[src/rtl/uart_alu_ctrl.sv]
// Frame sequencer between buffered UART FIFOs and a combinational ALU:
// pops operand A, operand B and opcode, executes, pushes the result.
module uart_alu_ctrl #(
   parameter int DBIT   = 8,
   parameter int OP_W   = 6,
   parameter int TOUT   = 1000000,
   parameter int TOUT_W = 20
) (
   input  logic            i_clk,
   input  logic            reset,
   input  logic            i_rx_empty,
   input  logic [DBIT-1:0] i_r_data,
   output logic            o_rd_uart,
   input  logic            i_tx_full,
   output logic [DBIT-1:0] o_w_data,
   output logic            o_wr_uart,
   output logic [DBIT-1:0] o_data_a,
   output logic [DBIT-1:0] o_data_b,
   output logic [OP_W-1:0] o_opcode,
   input  logic [DBIT-1:0] i_alu_result,
   output logic            o_busy,
   output logic            o_timeout
);

   typedef enum logic [2:0] {RX_A, RX_B, RX_OP, EXEC, SEND} state_t;

   state_t            state, state_next;
   logic [TOUT_W-1:0] tout_cnt, tout_cnt_next;
   logic              rd_req, wr_req, tout_hit;

   always_comb begin
      state_next    = state;
      tout_cnt_next = '0;
      rd_req        = 1'b0;
      wr_req        = 1'b0;
      tout_hit      = 1'b0;
      case (state)
         RX_A: begin
            rd_req = !i_rx_empty;
            if (!i_rx_empty) state_next = RX_B;
         end
         RX_B, RX_OP: begin
            rd_req = !i_rx_empty;
            // A pop arriving on the limit cycle still wins over the timeout
            if (!i_rx_empty) begin
               state_next = (state == RX_B) ? RX_OP : EXEC;
            end else if (tout_cnt == TOUT_W'(TOUT - 1)) begin
               tout_hit   = 1'b1;
               state_next = RX_A;
            end else begin
               tout_cnt_next = tout_cnt + TOUT_W'(1);
            end
         end
         EXEC: state_next = SEND;
         SEND: begin
            wr_req = !i_tx_full;
            if (!i_tx_full) state_next = RX_A;
         end
         default: state_next = RX_A;
      endcase
   end

   // Strobes are suppressed while reset is held so no FIFO word is lost
   assign o_rd_uart = reset & rd_req;
   assign o_wr_uart = reset & wr_req;
   assign o_busy    = (state != RX_A);

   always_ff @(posedge i_clk) begin
      if (!reset) begin
         state     <= RX_A;
         tout_cnt  <= '0;
         o_timeout <= 1'b0;
         o_data_a  <= '0;
         o_data_b  <= '0;
         o_opcode  <= '0;
         o_w_data  <= '0;
      end else begin
         state     <= state_next;
         tout_cnt  <= tout_cnt_next;
         o_timeout <= tout_hit;
         if (rd_req) begin
            case (state)
               RX_A:    o_data_a <= i_r_data;
               RX_B:    o_data_b <= i_r_data;
               RX_OP:   o_opcode <= i_r_data[OP_W-1:0];
               default: ;
            endcase
         end
         if (state == EXEC) o_w_data <= i_alu_result;
      end
   end

endmodule
[config.mk]
export PLATFORM = sky130hd
export DESIGN_NAME = uart_alu_ctrl
export DESIGN_NICKNAME = d
export VERILOG_FILES = /design/src/rtl/uart_alu_ctrl.sv
export SDC_FILE = /design/constraint.sdc
export NUM_CORES = 1
export LEC_CHECK = 0
export CAP_MARGIN = 20
export CORE_MARGIN = 3
export CORE_UTILIZATION = 25
export DETAILED_ROUTE_END_ITERATION = 10
export PLACE_DENSITY = 0.52
export SYNTH_ARGS = -nofsm -noshare
export SYNTH_HDL_FRONTEND = slang
export SYNTH_SLANG_ARGS = --single-unit
export TNS_END_PERCENT = 10
[constraint.sdc]
create_clock -name i_clk -period 4.1 [get_ports i_clk]
set_input_delay 1.23 -clock i_clk [delete_from_list [all_inputs] [get_ports i_clk]]
set_output_delay 1.23 -clock i_clk [all_outputs]
set_load 0.005 [all_outputs]
==> summary.md <==
| Metric | Value |
|---|---|
| Status | `completed` |
| Hold_sp | `o_data_b[5]` |
| Routed length per placed instance | `12.8 um` |
| Post-route insts no fill | `429` |
| Worst slew margin | `42.8%` |
| Die span in y | `104 um` |
| Post-DP Area | `3030 sq um` |
| Final Skew | `0.00866 ns` |
| Area contributors post-synth | `dfxtp_1 45%, mux2i_1 7.1%, nand2_1 7.1%` |
| Ant diodes | `0` |
| Reg2reg start | `tout_cnt[0]` |
| Post-CTS setup buffers | `0` |
| Largest net degree at the start of global routing | `30` |
| Most used DFF post-synth | `dfxtp_1` |
| Worst-Margin Slew | `0.851 ns` |
| Synth cell types | `43` |
| I/O Buffers | `53` |
| Die area | `10700 sq um` |
| Final critical-path required period | `3.90 ns` |
| Reg-to-reg endpoint | `state[0]` |
| Routability Congestion | `0.761` |
| Crit end category | `primary output` |
| Drt drc | `0` |
| CP startpoint kind | `input pin` |
| Hold-fix buffers at CTS | `0` |
| Final instance area | `3110 sq um` |
| Async SR Flop Fraction | `0%` |
| Register area | `1080 sq um` |
| Synthesized area per cell | `9.37 sq um` |
| Commonest cells in the netlist | `54 x dfxtp_1, 45 x nand2_1, 17 x a21boi_0, 17 x mux2i_1, 16 x nor3_1` |
| Antenna Nets Post-Route | `0` |
| Post-synthesis mux area share | `7.15%` |
| Max Freq | `256 MHz` |
| Worst R2R Path Depth | `5` |
| Drt first pass iters | `4` |
| CP arrival | `2.67 ns` |
| CTS sink cnt | `54` |
| Initial antenna violation count | `0` |
| Area delta synth->final | `30.6%` |
| Worst Hold End | `o_data_b[5]` |
| Synth Area in Adders | `0.525%` |
| DP Wirelength | `3870 um` |
| Clock Tree Root | `clkbuf_8` |
| DRT iter0 DRCs | `105` |
| I/O pin count | `54` |
| Worst Path Required | `2.87 ns` |
| CTS tree | `built` |
| Area share of xor/xnor cells in the synthesized design | `5.15%` |
| Detailed Route WL | `5480 um` |
| Total gr overflow | `0` |
| Cells after Synth | `254` |
| Clk slew on worst S/H paths | `0.09 ns` |
| Post-Syn Nets | `275` |
| Vias per std cell | `4.49` |
| CP max FO | `7` |
| Unrepaired setup endpoints after global routing | `false` |
| Gr usage total | `10.4%` |
| Fillers | `943` |
| Largest family of logic cells by synthesized area | `simple AND/OR/NAND/NOR gates` |
| Finish-stage setup viols | `0` |
| Vias | `1928` |
| Dpl cells | `422` |
| Hold path depth | `2` |
| Yosys warning total | `0` |
| Peak VDD IR | `0.000140 V` |
| Pwr Density | `294 nW/um^2` |
| First-pass GRT wire length | `9320 um` |
| Vias in the first global route | `1869` |
| R2R Setup Slk | `1.79 ns` |
| Yosys reg bits | `54` |
| Fin. Hold Viols | `0` |
| Post-synthesis simple-gate area fraction | `30.9%` |
| Max-cap violations | `0` |
| Final setup TNS | `0 ns` |
| Most common cell in the netlist | `dfxtp_1` |
| EDFF count, synth | `0` |
| Share of layout cells above drive strength 1 | `6.60%` |
| Pins Over Slew Limit | `0` |
| LEAKAGE | `0.968 nW` |
| CP Class | `input pin to primary output` |
| Synth Cell Area | `2380 sq um` |
| Compound-Gate Fraction of Synth Area | `7.99%` |
| H-tree Lvls | `2` |
| Final Cycle Share | `95.2%` |
| Initial Utilization | `26.5%` |
| Layout Nets | `324` |
| Biggest area consumer among synthesized cells | `dfxtp_1` |
| Post-synth top area share | `45.4%` |
| Row count | `34` |
| Total power draw | `0.000916 W` |
| Clock latency on the worst-skew pair | `0.30 ns` |
| Core area | `8980 sq um` |
| Footprint of the multi-input gates | `1230 sq um` |
| CTS resizes | `0` |
| Hold Path Class | `flip-flop to flip-flop` |
| Die Width | `104 um` |
| Clock buffer count from CTS | `5` |
| Part of the Yosys area used for sequential elements | `45.4%` |
| Clock buffer depth | `2` |
[placed cells by master (no fill, tap or decap), types with 2 or more instances in the layout]
master,n
xnor2_1,4
dfxtp_1,54
and4_1,2
o21ai_0,4
xor2_1,10
buf_4,3
nor4b_1,3
nand3_1,8
and2_1,2
mux2i_1,17
a21oi_1,2
nor4_1,6
a21boi_0,17
nand2_1,45
nor2_1,4
nor2b_1,14
clkdlybuf4s50_1,53
nand4_1,6
clkbuf_8,5
or3_1,4
nor3_1,16
[stage by stage]
stage                     setup slack, ns  hold WS, ns  util (%)
after global routing               0.0878        0.491      34.7
after global placement              0.190        0.450      33.8
after floorplan                      1.33        0.460         -
after detailed placement            0.214        0.457      33.8
after CTS                           0.194        0.471      34.7
final                               0.197        0.468      34.7
[per-layer routing]
metal  up-vias  track usage (%)  wire length, um
li1        991                -                -
met1       890             14.6             2740
met2        43             16.0             2490
met3         4             1.99              190
met4         0             3.42               65
met5         -                0                0
[worst max-delay path, cell delays in order]
cell and delay, ns:
clkdlybuf4s50_1 0.63, nand2_1 0.12, a21oi_1 0.16, clkdlybuf4s50_1 0.54
[logic make-up after synthesis]
kind of cell	after synthesis
buf+inv	16
mux	17
flops	54
compound gates	27
fa+ha+maj	1
xor+xnor	14
simple gates	125
[power breakdown]
part / switching, W / total [W] / internal (W)
Clock: 0.000164 / 0.000282 / 0.000118
Sequential: 0.00000992 / 0.000545 / 0.000535
Combinational: 0.0000346 / 0.0000889 / 0.0000543
[layout make-up]
class,instances,share of cell area [%]
Sequential cell,54,34.8
Inverter,2,0.241
Clock inverter,1,0.241
Multi-Input combinational cell,184,39.6
Clock buffer,6,2.33
Tap cell,126,5.07
Timing Repair Buffer,56,17.8
[worst max-delay path by stage]
stage | from | end | slack [ns] | depth (start not counted)
finish | reset | o_rd_uart | 0.20 | 4
global route | reset | o_rd_uart | 0.09 | 4
CTS | reset | o_rd_uart | 0.19 | 4
detailed placement | reset | o_rd_uart | 0.21 | 4
global placement | reset | o_rd_uart | 0.19 | 4
floorplan | i_rx_empty | o_rd_uart | 1.33 | 3
[flip-flops by register name, indices dropped and copies added, names as in the netlist]
| signal | cells |
|---|---|
| o_data_a | 8 |
| o_data_b | 8 |
| o_opcode | 6 |
| o_timeout | 1 |
| o_w_data | 8 |
| state | 3 |
| tout_cnt | 20 |
(Power assumes the default switching activity.)
